===== config.mk =====
export PLATFORM = sky130hd
export DESIGN_NAME = mux_rr_nx1
export DESIGN_NICKNAME = d
export VERILOG_FILES = /design/src/rtl/mux_rr_nx1.sv
export SDC_FILE = /design/constraint.sdc
export NUM_CORES = 1
export LEC_CHECK = 0
export ABC_CLOCK_PERIOD_IN_PS = 5200
export CAP_MARGIN = 20
export CORE_UTILIZATION = 40
export CTS_BUF_LIST = sky130_fd_sc_hd__clkbuf_16
export CTS_CLUSTER_SIZE = 10
export DETAILED_ROUTE_END_ITERATION = 12
export PLACE_DENSITY_LB_ADDON = 0.08
export SYNTH_ARGS = -nofsm -noshare
export SYNTH_HDL_FRONTEND = slang
export SYNTH_SLANG_ARGS = --single-unit

===== constraint.sdc =====
create_clock -name clk -period 5.2 [get_ports clk]
set_clock_uncertainty 0.05 [all_clocks]
set_input_delay 1.04 -clock clk [delete_from_list [all_inputs] [get_ports clk]]
set_output_delay 1.04 -clock clk [all_outputs]
set_load 0.01 [all_outputs]

===== src/rtl/mux_rr_nx1.sv =====
// N-to-1 valid/ready multiplexer with fixed or round-robin selection and a one-entry output register.
// Optional statistics ports (xfer_cnt, stall) are enabled by defining MUX_RR_NX1_STATS_EN.
module mux_rr_nx1 #(
    parameter int N_CH = 4,
    parameter int DW   = 8,
    localparam int SW  = (N_CH > 1) ? $clog2(N_CH) : 1
) (
    input  logic                 clk,
    input  logic                 rst,
    input  logic [N_CH*DW-1:0]   in_data,
    input  logic [N_CH-1:0]      in_valid,
    output logic [N_CH-1:0]      in_ready,
    input  logic                 mode,
    input  logic [SW-1:0]        sel,
    output logic [DW-1:0]        out_data,
    output logic                 out_valid,
    input  logic                 out_ready,
    output logic [SW-1:0]        grant_id
`ifdef MUX_RR_NX1_STATS_EN
    ,
    output logic [15:0]          xfer_cnt,
    output logic                 stall
`endif
);

    logic [DW-1:0] data_q, data_d;
    logic          valid_q, valid_d;
    logic [SW-1:0] grant_q, grant_d;
    logic [SW-1:0] ptr_q, ptr_d;

    logic          load;
    logic          xfer;
    logic [SW-1:0] cand;
    logic          cand_ok;
    logic [DW-1:0] cand_data;

    assign load = !valid_q || out_ready;

    // Fixed mode uses sel directly; round-robin takes the first valid channel at or after ptr.
    always_comb begin
        cand    = '0;
        cand_ok = 1'b0;
        if (!mode) begin
            if (int'(sel) < N_CH) begin
                cand    = sel;
                cand_ok = in_valid[sel];
            end
        end else begin
            for (int i = N_CH - 1; i >= 0; i--) begin
                if (in_valid[SW'((int'(ptr_q) + i) % N_CH)]) begin
                    cand    = SW'((int'(ptr_q) + i) % N_CH);
                    cand_ok = 1'b1;
                end
            end
        end
    end

    always_comb begin
        cand_data = '0;
        for (int k = 0; k < N_CH; k++) begin
            if (cand == SW'(k)) cand_data = in_data[k*DW +: DW];
        end
    end

    assign xfer = !rst && load && cand_ok;

    always_comb begin
        in_ready = '0;
        if (xfer) in_ready[cand] = 1'b1;
    end

    always_comb begin
        data_d  = data_q;
        valid_d = valid_q;
        grant_d = grant_q;
        ptr_d   = ptr_q;
        if (xfer) begin
            data_d  = cand_data;
            grant_d = cand;
            valid_d = 1'b1;
            ptr_d   = SW'((int'(cand) + 1) % N_CH);
        end else if (out_ready) begin
            valid_d = 1'b0;
        end
    end

    always_ff @(posedge clk) begin
        if (rst) begin
            data_q  <= '0;
            valid_q <= 1'b0;
            grant_q <= '0;
            ptr_q   <= '0;
        end else begin
            data_q  <= data_d;
            valid_q <= valid_d;
            grant_q <= grant_d;
            ptr_q   <= ptr_d;
        end
    end

    assign out_data  = data_q;
    assign out_valid = valid_q;
    assign grant_id  = grant_q;

`ifdef MUX_RR_NX1_STATS_EN
    logic [15:0] xfer_cnt_q, xfer_cnt_d;
    logic        stall_q, stall_d;

    // Transfer counter saturates rather than wrapping.
    always_comb begin
        xfer_cnt_d = xfer_cnt_q;
        if (xfer && xfer_cnt_q != 16'hFFFF) xfer_cnt_d = xfer_cnt_q + 16'd1;
        stall_d = valid_q && !out_ready;
    end

    always_ff @(posedge clk) begin
        if (rst) begin
            xfer_cnt_q <= '0;
            stall_q    <= 1'b0;
        end else begin
            xfer_cnt_q <= xfer_cnt_d;
            stall_q    <= stall_d;
        end
    end

    assign xfer_cnt = xfer_cnt_q;
    assign stall    = stall_q;
`endif

endmodule


---- Word-level counts from Yosys, hierarchy flattened ----
Index checks and enable logic that the tools add are counted.
word-level totals
  bits in registers ....................... 13
  bits of input ports ..................... 42
  output and inout bits ................... 15
  logic and storage cells ................. 59
operators by class
  $add $sub $neg .......................... 4
  $lt $le $gt $ge ......................... 7
  equality and inequality tests ........... 3
  mux-type cells .......................... 33
  reduce and logical (&&, ||, !) cells .... 8
operator list
  operator                                                                              number
  8-bit 2-to-1 mux                                                                      4
  1-bit 2-to-1 mux                                                                      17
  2-bit by 4-bit < comparator with 1-bit output (second input constant)                 4
  1-bit binary-select mux with 2-bit select                                             5
  2-bit 2-to-1 mux                                                                      5
  2-bit by 3-bit < comparator with 1-bit output (second input constant)                 2
  2-bit by 1-bit adder with 2-bit output (second input constant)                        2
  2-bit adder (second input constant)                                                   2
  2-bit equality test (second input constant)                                           2
  4-bit 2-to-1 mux                                                                      1
  1-bit logical AND                                                                     3
  1-bit demux with 2-bit select                                                         1
  2-bit by 1-bit equality test with 1-bit output (second input constant)                1
  2-bit by 1-bit greater-or-equal comparator with 1-bit output (second input constant)  1
  1-bit zero test                                                                       2
  2-bit zero test                                                                       1
  2-bit nonzero test                                                                    1
  1-bit logical OR                                                                      1

---- Depth between registers and ports, before layout ----
Gate-level depths: netlist of the first run.
  depth after elaboration ................. 14
  depth in mapped cells ................... 12
  gate-level depth less buffers ........... 11

---- Worst setup path before layout of the first run ----
OpenSTA, ideal clock, no wires.
  path kind ............................... input port to output port
  from .................................... in in_valid[2]
  to ...................................... out in_ready[1]
  data arrival time ....................... 2.387 ns
  required time ........................... 4.110 ns
  slack ................................... 1.723 ns
  stages on the path ...................... 7
  buffers on the path ..................... 1
  cell sequence ........................... nor2b_1 -> a221oi_1 -> a2bb2oi_1 -> ha_1 -> clkbuf_1 -> inv_1 -> nor2_1
between the ends
  cells in the longest elaborated chain, start to end .. 13
  elaborated cells between the ends (all ways) .. 31
  classes of those cells .................. order compare (2); mux (27); reduce/logical (2)
ends and longest elaborated chain
  what                                                                                                                                                 RTL line  text
  start, declared                                                                                                                                      11        input logic [N_CH-1:0] in_valid,
  1-bit binary-select mux with 2-bit select                                                                                                            50        if (in_valid[SW'((int'(ptr_q) + i) % N_CH)]) begin
  1-bit 2-to-1 mux (not written as such) (2 in series)                                                                                                 50
  2-bit 2-to-1 mux (4 in series)                                                                                                                       50
  2-bit 2-to-1 mux                                                                                                                                     43        if (!mode) begin
  2-bit by 3-bit < comparator with 1-bit output (not written as such) or 2-bit by 1-bit greater-or-equal comparator with 1-bit output (tied branches)  69        if (xfer) in_ready[cand] = 1'b1;
  1-bit logical AND (not written as such)                                                                                                              69
  1-bit 2-to-1 mux (not written as such)                                                                                                               69
  1-bit demux with 2-bit select                                                                                                                        69
  4-bit 2-to-1 mux (*)                                                                                                                                 69
  end, declared                                                                                                                                        12        output logic [N_CH-1:0] in_ready,
Mark *: on every way between the ends. The rest lies on a longest branch, timed or not. The select of a mux whose other input is x is not followed.

---- Final worst setup path of the first run ----
  from .................................... in in_valid[0]
  to ...................................... out in_ready[2]
The elaborated chain is that of the path after synthesis.

==> flow_summary.html, run 1 <==
<table>
<tr><th>Metric</th><th>Value</th></tr>
<tr><th colspan="2">Timing</th></tr>
<tr><td>Crit share post-route</td><td>0.923</td></tr>
<tr><td>Sum Neg Setup Slack</td><td>0 ns</td></tr>
<tr><td>Setup Viol. Count Final</td><td>0</td></tr>
<tr><td>Final min period</td><td>between 4 and 5 ns</td></tr>
<tr><td>Worst slew margin relative to its limit</td><td>0.616</td></tr>
<tr><td>Min Hold Slack</td><td>0.423 ns</td></tr>
<tr><td>RSZ-0062 raised after global routing</td><td>no</td></tr>
<tr><td>Highest clock frequency the design can meet</td><td>208 MHz</td></tr>
<tr><td>Slew Limit Fails</td><td>0</td></tr>
<tr><td>Number of hold violations in the final report</td><td>0</td></tr>
<tr><td>Transition time of the tightest slew-check pin</td><td>~0.58 ns</td></tr>
<tr><th colspan="2">Yosys</th></tr>
<tr><td>Synth Cell Area</td><td>slightly below 0.001 mm²</td></tr>
<tr><td>Number of synthesized register bits</td><td>13</td></tr>
<tr><td>Most instantiated flip-flop cell in the synthesis netlist</td><td>sky130_fd_sc_hd__dfxtp_1</td></tr>
<tr><td>Number of synthesized flops with an enable pin</td><td>0</td></tr>
<tr><td>Cell variety after synth</td><td>35</td></tr>
<tr><td>Post-synthesis instance total</td><td>approximately 120</td></tr>
<tr><td>Post-Syn Area per Cell</td><td>7.98 µm²</td></tr>
<tr><td>Synth async-reset ratio</td><td>0</td></tr>
<tr><td>Count of warnings emitted by yosys</td><td>0</td></tr>
<tr><td>Sequential area share after synthesis</td><td>0.269</td></tr>
<tr><td>Total nets after synthesis</td><td>about 170</td></tr>
<tr><th colspan="2">Floorplan</th></tr>
<tr><td>Die area</td><td>~0.0026 mm²</td></tr>
<tr><td>Die span in y</td><td>51.1 µm</td></tr>
<tr><td>Floorplan row count</td><td>17</td></tr>
<tr><td>Number of I/O pins</td><td>57</td></tr>
<tr><td>X dimension of the die</td><td>about 51 µm</td></tr>
<tr><td>Initial Utilization</td><td>0.428</td></tr>
<tr><td>Core Region</td><td>around 0.0023 mm²</td></tr>
<tr><th colspan="2">CTS</th></tr>
<tr><td>CTS tree</td><td>done</td></tr>
<tr><td>Buffers from clock root to sink, at most</td><td>2</td></tr>
<tr><td>Deepest level of the CTS H-tree</td><td>1</td></tr>
<tr><td>Buffer cell driving the clock tree root</td><td>sky130_fd_sc_hd__clkbuf_16</td></tr>
<tr><td>Clock insertion delay at the later pin of the skew report</td><td>0.24 ns</td></tr>
<tr><td>Clock slew at reported path FFs</td><td>roughly 0.04 ns</td></tr>
<tr><td>Post-CTS sizing</td><td>0</td></tr>
<tr><td>Count of clock tree sinks</td><td>13</td></tr>
<tr><td>Hold Buf Count CTS</td><td>0</td></tr>
<tr><td>Number of post-CTS setup repair buffers</td><td>0</td></tr>
<tr><td>Total clock buffers created by CTS</td><td>3</td></tr>
<tr><th colspan="2">Route</th></tr>
<tr><td>Routed wire length per instance</td><td>~14 µm</td></tr>
<tr><td>DRC errors left</td><td>0</td></tr>
<tr><td>Total number of vias</td><td>roughly 1100</td></tr>
<tr><td>DR vias/cell</td><td>5.49</td></tr>
<tr><td>Starting DRT DRC Count</td><td>39</td></tr>
<tr><td>Antenna-violating nets left</td><td>0</td></tr>
<tr><td>First-pass detailed-route iteration total</td><td>4</td></tr>
<tr><td>Routed Wire Length</td><td>about 2.7 mm</td></tr>
<tr><th colspan="2">Cells and area</th></tr>
<tr><td>Number of nets in the layout</td><td>around 220</td></tr>
<tr><td>Signed area change from the synthesized netlist to the final layout</td><td>65.2%</td></tr>
<tr><td>Count of inserted antenna diode cells</td><td>0</td></tr>
<tr><td>Share of post-route cells with drive strength above 1</td><td>0.0862</td></tr>
<tr><td>Finished Layout Cells</td><td>202</td></tr>
<tr><th colspan="2">Critical path</th></tr>
<tr><td>Number of cells on the worst reg-to-reg path</td><td>11</td></tr>
<tr><td>Beginning of the worst register-to-register path</td><td>ptr_q[1]</td></tr>
<tr><td>Category of the most critical setup path</td><td>in2out</td></tr>
<tr><td>Data arrival at the endpoint of the critical path</td><td>~3.7 ns</td></tr>
<tr><td>Worst reg2reg endpoint</td><td>out_data[3]</td></tr>
<tr><td>Kind of start point of the critical path</td><td>input pin</td></tr>
<tr><td>Endpoint type of the worst setup path</td><td>primary output</td></tr>
<tr><td>Reg2Reg Setup Slack</td><td>~2.5 ns</td></tr>
<tr><td>Largest fanout of any net on the critical path</td><td>9</td></tr>
<tr><td>Req. time, crit path</td><td>just over 4 ns</td></tr>
<tr><th colspan="2">Global route</th></tr>
<tr><td>Antenna violations before repair</td><td>0</td></tr>
<tr><td>Via count of the first global-routing pass</td><td>between 1000 and 1500</td></tr>
<tr><td>Total global-route track usage</td><td>0.220</td></tr>
<tr><td>Pin count of the biggest net entering global routing</td><td>24</td></tr>
<tr><td>Global-route wire length before repair</td><td>roughly 4.4 mm</td></tr>
<tr><td>Total congestion overflow after global routing</td><td>0</td></tr>
<tr><th colspan="2">Power and ir drop</th></tr>
<tr><td>Ratio of total power to cell area</td><td>approximately 270 mW/mm²</td></tr>
<tr><td>Leak pwr</td><td>just under 0.6 nW</td></tr>
<tr><td>Worst supply voltage drop on vdd</td><td>roughly 0.20 mV</td></tr>
<tr><td>Tot Pwr</td><td>roughly 0.00043 W</td></tr>
<tr><th colspan="2">Hold path</th></tr>
<tr><td>Hold path depth</td><td>2</td></tr>
<tr><td>Hold path start</td><td>grant_id[1]</td></tr>
<tr><td>Worst Hold End</td><td>grant_id[1]</td></tr>
<tr><td>Class of the tightest hold or removal check</td><td>reg2reg</td></tr>
<tr><th colspan="2">Flow run</th></tr>
<tr><td>Maximum Capacitance Violations</td><td>0</td></tr>
<tr><th colspan="2">Place</th></tr>
<tr><td>Global placement routability congestion</td><td>slightly above 0.8</td></tr>
<tr><td>Total instance count after detailed placement</td><td>198</td></tr>
<tr><td>Quantity of I/O buffers inserted on ports</td><td>between 50 and 60</td></tr>
<tr><td>Detailed placer's ending HPWL</td><td>around 2.2 mm</td></tr>
<tr><th colspan="2">Run status</th></tr>
<tr><td>Status</td><td>finished, final reports clean</td></tr>
</table>
[cell usage in the layout (no fill, tap or decap), drive strengths merged, types with 2 or more instances in the layout]
master	instances
nand3b	2
nand2b	3
a211oi	5
nor2	13
o21ai	10
nor3	12
nor2b	2
ha	4
clkbuf	3
dfxtp	13
nand2	4
clkdlybuf4s50	56
mux2	2
inv	10
a221oi	9
nand3	7
a21oi	6
a31oi	5
[critical path, stage by stage]
cell and delay, ns:
sky130_fd_sc_hd__clkdlybuf4s50_1 0.57, sky130_fd_sc_hd__nand2_1 0.11, sky130_fd_sc_hd__o21ai_0 0.18, sky130_fd_sc_hd__o21ai_0 0.10, sky130_fd_sc_hd__o22ai_1 0.31, sky130_fd_sc_hd__ha_1 0.40
sky130_fd_sc_hd__clkinv_1 0.29, sky130_fd_sc_hd__nor2_1 0.16, sky130_fd_sc_hd__clkdlybuf4s50_1 0.55
[power breakdown]
part	leakage (nW)	total (W)	internal, W	switching, W
clock network	0.0423	0.000140	0.000101	0.0000389
logic	0.441	0.000163	0.0000880	0.0000746
registers	0.108	0.000123	0.000114	0.00000886
[per-stage QoR]
| step | utilization | area, µm² | setup slack, ns |
|---|---|---|---|
| detailed placement | 0.673 | 1520 | 0.445 |
| global route | 0.708 | 1600 | 0.159 |
| global placement | 0.673 | 1520 | 0.553 |
| floorplan | - | 966 | 1.72 |
| finish | 0.708 | 1600 | 0.398 |
| CTS | 0.708 | 1600 | 0.418 |
[how the worst max path moves through the flow]
stage          cells after the start          end         from
2_1_floorplan                      7  in_ready[1]  in_valid[2]
3_3_place_gp                       9  in_ready[2]  in_valid[2]
3_5_place_dp                       9  in_ready[2]  in_valid[0]
4_1_cts                            9  in_ready[2]  in_valid[0]
5_1_grt                            9  in_ready[2]  in_valid[0]
6_report                           9  in_ready[2]  in_valid[0]
[final cells by class]
cell class                      count  area, µm²
Multi-Input combinational cell     91        623
Sequential cell                    13        260
Tap cell                           28       35.0
Fill cell                         215        659
Timing Repair Buffer               56        561
Clock inverter                      1       3.75
Clock buffer                        3       75.1
Inverter                           10       37.5
[cell usage after synthesis, types with 2 or more instances]
cell                       number  share of area
sky130_fd_sc_hd__a211oi_2       3          0.039
sky130_fd_sc_hd__a211oi_1       2          0.016
sky130_fd_sc_hd__a221oi_1       9          0.082
sky130_fd_sc_hd__nor3_2         3          0.031
sky130_fd_sc_hd__nand3_1        6          0.031
sky130_fd_sc_hd__dfxtp_1       13           0.27
sky130_fd_sc_hd__nor3_1         9          0.047
sky130_fd_sc_hd__o21ai_0       10          0.052
sky130_fd_sc_hd__buf_2          2          0.010
sky130_fd_sc_hd__nand2b_1       3          0.019
sky130_fd_sc_hd__nor2b_1        2          0.013
sky130_fd_sc_hd__nor2_1        13          0.051
sky130_fd_sc_hd__a31oi_1        5          0.032
sky130_fd_sc_hd__a21oi_1        6          0.031
sky130_fd_sc_hd__inv_1          8          0.031
sky130_fd_sc_hd__nand3b_1       2          0.016
sky130_fd_sc_hd__ha_1           4          0.052
sky130_fd_sc_hd__nand2_1        4          0.016
[registers in the layout, summed over array words and instances (netlist names)]
name and count:
ptr_q 2, out_valid 1, out_data 8, grant_id 2
[per-layer routing]
metal,share of wire,global-route usage,vias to the layer above,wire length (µm)
met1,0.43,0.251,500,1180
met2,0.49,0.399,53,1340
met4,0.0099,0.0602,0,27
li1,-,-,554,-
met5,0,0,-,0
met3,0.065,0.0536,2,178
[cell families after synthesis]
logic type               Yosys count  synth area share
multiplexers                       3            0.0376
adder cells (fa/ha/maj)            4            0.0518
AO/OA/AOI/OAI                     40             0.308
AND/OR/NAND/NOR                   44             0.247
flip-flops                        13             0.269
buffers and inverters             17            0.0855
(Power assumes the default switching activity.)
==> run 2: changes to the inputs <==
--- a/config.mk
+++ b/config.mk
@@ -7,7 +7,9 @@
 export LEC_CHECK = 0
 export ABC_CLOCK_PERIOD_IN_PS = 5200
 export CAP_MARGIN = 20
-export CORE_UTILIZATION = 40
+export CELL_PAD_IN_SITES_DETAIL_PLACEMENT = 0
+export CELL_PAD_IN_SITES_GLOBAL_PLACEMENT = 1
+export CORE_UTILIZATION = 27
 export CTS_BUF_LIST = sky130_fd_sc_hd__clkbuf_16
 export CTS_CLUSTER_SIZE = 10
 export DETAILED_ROUTE_END_ITERATION = 12
==> run 2 against run 1 <==
Against the previous run:
- power grew 1.5%
- first-iteration DRC count grew to 2.9 times the previous value
- fmax grew 2.7%
- final cell count grew 9.9%
- clock-buffer cell count is the same
- register-to-register slack lost 0.04 ns
- clock power is essentially flat
- via count shrank 1.6%
- design area grew 2.4%
- highest routed layer unchanged
==> flow_summary.html, run 2 (synthesis results as in run 1) <==
<table>
<tr><th>Metric</th><th>Value</th></tr>
<tr><th colspan="2">Run status</th></tr>
<tr><td>Status</td><td>finished, final reports clean</td></tr>
<tr><th colspan="2">Timing</th></tr>
<tr><td>Highest clock frequency the design can meet</td><td>214 MHz</td></tr>
<tr><td>Setup Viol. Count Final</td><td>0</td></tr>
<tr><td>Sum Neg Setup Slack</td><td>0 ns</td></tr>
<tr><td>Transition time of the tightest slew-check pin</td><td>roughly 0.58 ns</td></tr>
<tr><td>RSZ-0062 raised after global routing</td><td>no</td></tr>
<tr><td>Worst slew margin relative to its limit</td><td>0.615</td></tr>
<tr><td>Slew Limit Fails</td><td>0</td></tr>
<tr><td>Post-route worst setup slack</td><td>0.526 ns</td></tr>
<tr><td>Final min period</td><td>between 4 and 5 ns</td></tr>
<tr><td>Number of hold violations in the final report</td><td>0</td></tr>
<tr><td>Crit share post-route</td><td>0.899</td></tr>
<tr><th colspan="2">Route</th></tr>
<tr><td>First-pass detailed-route iteration total</td><td>4</td></tr>
<tr><td>Routed Wire Length</td><td>between 2 and 3 mm</td></tr>
<tr><td>Total number of vias</td><td>~1100</td></tr>
<tr><td>Antenna-violating nets left</td><td>0</td></tr>
<tr><td>Routed wire length per instance</td><td>approximately 13 µm</td></tr>
<tr><td>Starting DRT DRC Count</td><td>~110</td></tr>
<tr><td>DRC errors left</td><td>0</td></tr>
<tr><td>DR vias/cell</td><td>~4.9</td></tr>
<tr><th colspan="2">Floorplan</th></tr>
<tr><td>Die span in y</td><td>approximately 62 µm</td></tr>
<tr><td>Floorplan row count</td><td>21</td></tr>
<tr><td>X dimension of the die</td><td>61.8 µm</td></tr>
<tr><td>Initial Utilization</td><td>0.285</td></tr>
<tr><td>Number of I/O pins</td><td>57</td></tr>
<tr><td>Core Region</td><td>between 0.003 and 0.004 mm²</td></tr>
<tr><td>Die area</td><td>0.00382 mm²</td></tr>
<tr><th colspan="2">Power and ir drop</th></tr>
<tr><td>Worst supply voltage drop on vdd</td><td>approximately 0.16 mV</td></tr>
<tr><td>Leak pwr</td><td>0.601 nW</td></tr>
<tr><td>Net switching power figure</td><td>between 0.0001 and 0.00015 W</td></tr>
<tr><td>Ratio of total power to cell area</td><td>around 260 mW/mm²</td></tr>
<tr><td>Portion of total power attributed to sequential cells</td><td>0.286</td></tr>
<tr><td>Cell internal pwr</td><td>just over 0.0003 W</td></tr>
<tr><td>Tot Pwr</td><td>between 0.0004 and 0.0005 W</td></tr>
<tr><td>Combinational fraction of design power</td><td>0.383</td></tr>
<tr><td>Sw Ratio</td><td>0.292</td></tr>
<tr><td>Clock network fraction of total power</td><td>0.331</td></tr>
<tr><th colspan="2">Critical path</th></tr>
<tr><td>Kind of start point of the critical path</td><td>input pin</td></tr>
<tr><td>Beginning of the worst register-to-register path</td><td>ptr_q[1]</td></tr>
<tr><td>Req. time, crit path</td><td>around 4.1 ns</td></tr>
<tr><td>Data arrival at the endpoint of the critical path</td><td>between 3 and 4 ns</td></tr>
<tr><td>Largest fanout of any net on the critical path</td><td>9</td></tr>
<tr><td>Category of the most critical setup path</td><td>in2out</td></tr>
<tr><td>Endpoint type of the worst setup path</td><td>primary output</td></tr>
<tr><td>Critical path origin</td><td>in_valid[0]</td></tr>
<tr><th colspan="2">Cells and area</th></tr>
<tr><td>Signed area change from the synthesized netlist to the final layout</td><td>69.0%</td></tr>
<tr><td>Most frequent standard cell in the layout excluding fill and tap cells</td><td>sky130_fd_sc_hd__clkdlybuf4s50_1</td></tr>
<tr><td>Top library cells by usage in the layout, fill and taps aside</td><td>sky130_fd_sc_hd__clkdlybuf4s50_1 (56), sky130_fd_sc_hd__nor2_1 (13), sky130_fd_sc_hd__dfxtp_1 (13), sky130_fd_sc_hd__o21ai_0 (10)</td></tr>
<tr><td>Share of post-route cells with drive strength above 1</td><td>0.0966</td></tr>
<tr><td>Number of flip-flops in the largest register</td><td>8</td></tr>
<tr><td>Number of nets in the layout</td><td>~220</td></tr>
<tr><td>Count of inserted antenna diode cells</td><td>0</td></tr>
<tr><td>Filler cells</td><td>330</td></tr>
<tr><th colspan="2">Place</th></tr>
<tr><td>Quantity of I/O buffers inserted on ports</td><td>56</td></tr>
<tr><td>Detailed placer's ending HPWL</td><td>around 2.3 mm</td></tr>
<tr><td>Global placement routability congestion</td><td>roughly 0.84</td></tr>
<tr><td>Post-placement setup slack</td><td>~0.55 ns</td></tr>
<tr><th colspan="2">Hold path</th></tr>
<tr><td>Hold path start</td><td>grant_id[0]</td></tr>
<tr><td>Class of the tightest hold or removal check</td><td>reg2reg</td></tr>
<tr><th colspan="2">Global route</th></tr>
<tr><td>Global-route wire length before repair</td><td>between 4 and 5 mm</td></tr>
<tr><td>Via count of the first global-routing pass</td><td>approximately 1000</td></tr>
<tr><td>Total global-route track usage</td><td>0.161</td></tr>
<tr><td>Pin count of the biggest net entering global routing</td><td>24</td></tr>
<tr><td>Antenna violations before repair</td><td>0</td></tr>
<tr><td>Total congestion overflow after global routing</td><td>0</td></tr>
<tr><th colspan="2">CTS</th></tr>
<tr><td>Post-CTS sizing</td><td>0</td></tr>
<tr><td>Clock slew at reported path FFs</td><td>around 0.04 ns</td></tr>
<tr><td>Count of clock tree sinks</td><td>13</td></tr>
<tr><td>Buffer cell driving the clock tree root</td><td>sky130_fd_sc_hd__clkbuf_16</td></tr>
<tr><td>Clock insertion delay at the later pin of the skew report</td><td>0.24 ns</td></tr>
<tr><td>Total clock buffers created by CTS</td><td>3</td></tr>
<tr><td>Hold Buf Count CTS</td><td>0</td></tr>
<tr><td>CTS tree</td><td>done</td></tr>
<tr><td>Deepest level of the CTS H-tree</td><td>1</td></tr>
<tr><td>Buffers from clock root to sink, at most</td><td>2</td></tr>
<tr><td>Number of post-CTS setup repair buffers</td><td>0</td></tr>
<tr><th colspan="2">Flow run</th></tr>
<tr><td>Maximum Capacitance Violations</td><td>0</td></tr>
</table>
==> run 2: cell count changes in the layout (fill, tap and decap cells not counted), sizes merged <==
cell | previous run | this run
buf | 0 | 2
==> run 2: stage by stage <==
| step | hold WS, ns | area, µm² | std cells | util |
|---|---|---|---|---|
| 2_1_floorplan | 0.440 | 966 | 121 | - |
| 3_3_place_gp | 0.412 | 1550 | 218 | 0.458 |
| 3_5_place_dp | 0.418 | 1550 | 218 | 0.458 |
| 4_1_cts | 0.428 | 1630 | 222 | 0.482 |
| 5_1_grt | 0.447 | 1630 | 222 | 0.482 |
| 6_report | 0.422 | 1630 | 222 | 0.482 |
==> run 2: final timing paths <==
check                                    to  slack, ns  cells past startpoint
worst max register to register  out_data[6]       2.42                     12
worst min-delay path            grant_id[0]       0.42                      2
worst max-delay path            in_ready[2]       0.53                      9
worst min register to register  grant_id[0]       0.42                      2
==> run 2: worst max-delay path, cell delays in order <==
cell                              delay (ns)
sky130_fd_sc_hd__clkdlybuf4s50_1        0.58
sky130_fd_sc_hd__nand2_1                0.09
sky130_fd_sc_hd__o21ai_0                0.15
sky130_fd_sc_hd__o21ai_0                0.10
sky130_fd_sc_hd__o22ai_1                0.36
sky130_fd_sc_hd__ha_1                   0.44
sky130_fd_sc_hd__clkinv_1               0.14
sky130_fd_sc_hd__nor2_1                 0.12
sky130_fd_sc_hd__clkdlybuf4s50_1        0.56
==> run 2: cell type report <==
type	instances	area [µm²]	share of cell area
multi-input combinational	91	623	0.382
timing repair buffer	58	576	0.352
sequential	13	260	0.159
clock buffer	3	75.1	0.0460
tap	46	57.6	0.0352
inverter	10	37.5	0.0230
clock inverter	1	3.75	0.00230
==> run 2: power by group through the flow <==
stage	clock network (W)	logic (W)	registers (W)
final	0.000143	0.000166	0.000124
after global routing	0.000151	0.000184	0.000125
after CTS	0.000144	0.000167	0.000124
after detailed placement	0	0.000166	0.000125
after global placement	0	0.000165	0.000125
after floorplan	0	0.0000847	0.000129
==> run 2: metal layers <==
layer / share of wire / track usage / up-vias
li1: - / - / 561
met1: 0.47 / 0.215 / 487
met2: 0.44 / 0.252 / 39
met3: 0.068 / 0.0518 / 4
met4: 0.013 / 0.0381 / 0
met5: 0 / 0 / -
==> run 3: changes to the inputs <==
--- a/config.mk
+++ b/config.mk
@@ -14,6 +14,7 @@
 export CTS_CLUSTER_SIZE = 10
 export DETAILED_ROUTE_END_ITERATION = 12
 export PLACE_DENSITY_LB_ADDON = 0.08
+export SKIP_CTS_REPAIR_TIMING = 1
 export SYNTH_ARGS = -nofsm -noshare
 export SYNTH_HDL_FRONTEND = slang
 export SYNTH_SLANG_ARGS = --single-unit
==> results of run 3 <==
The final DEF is identical to that of run 2; final timing and power are the same.
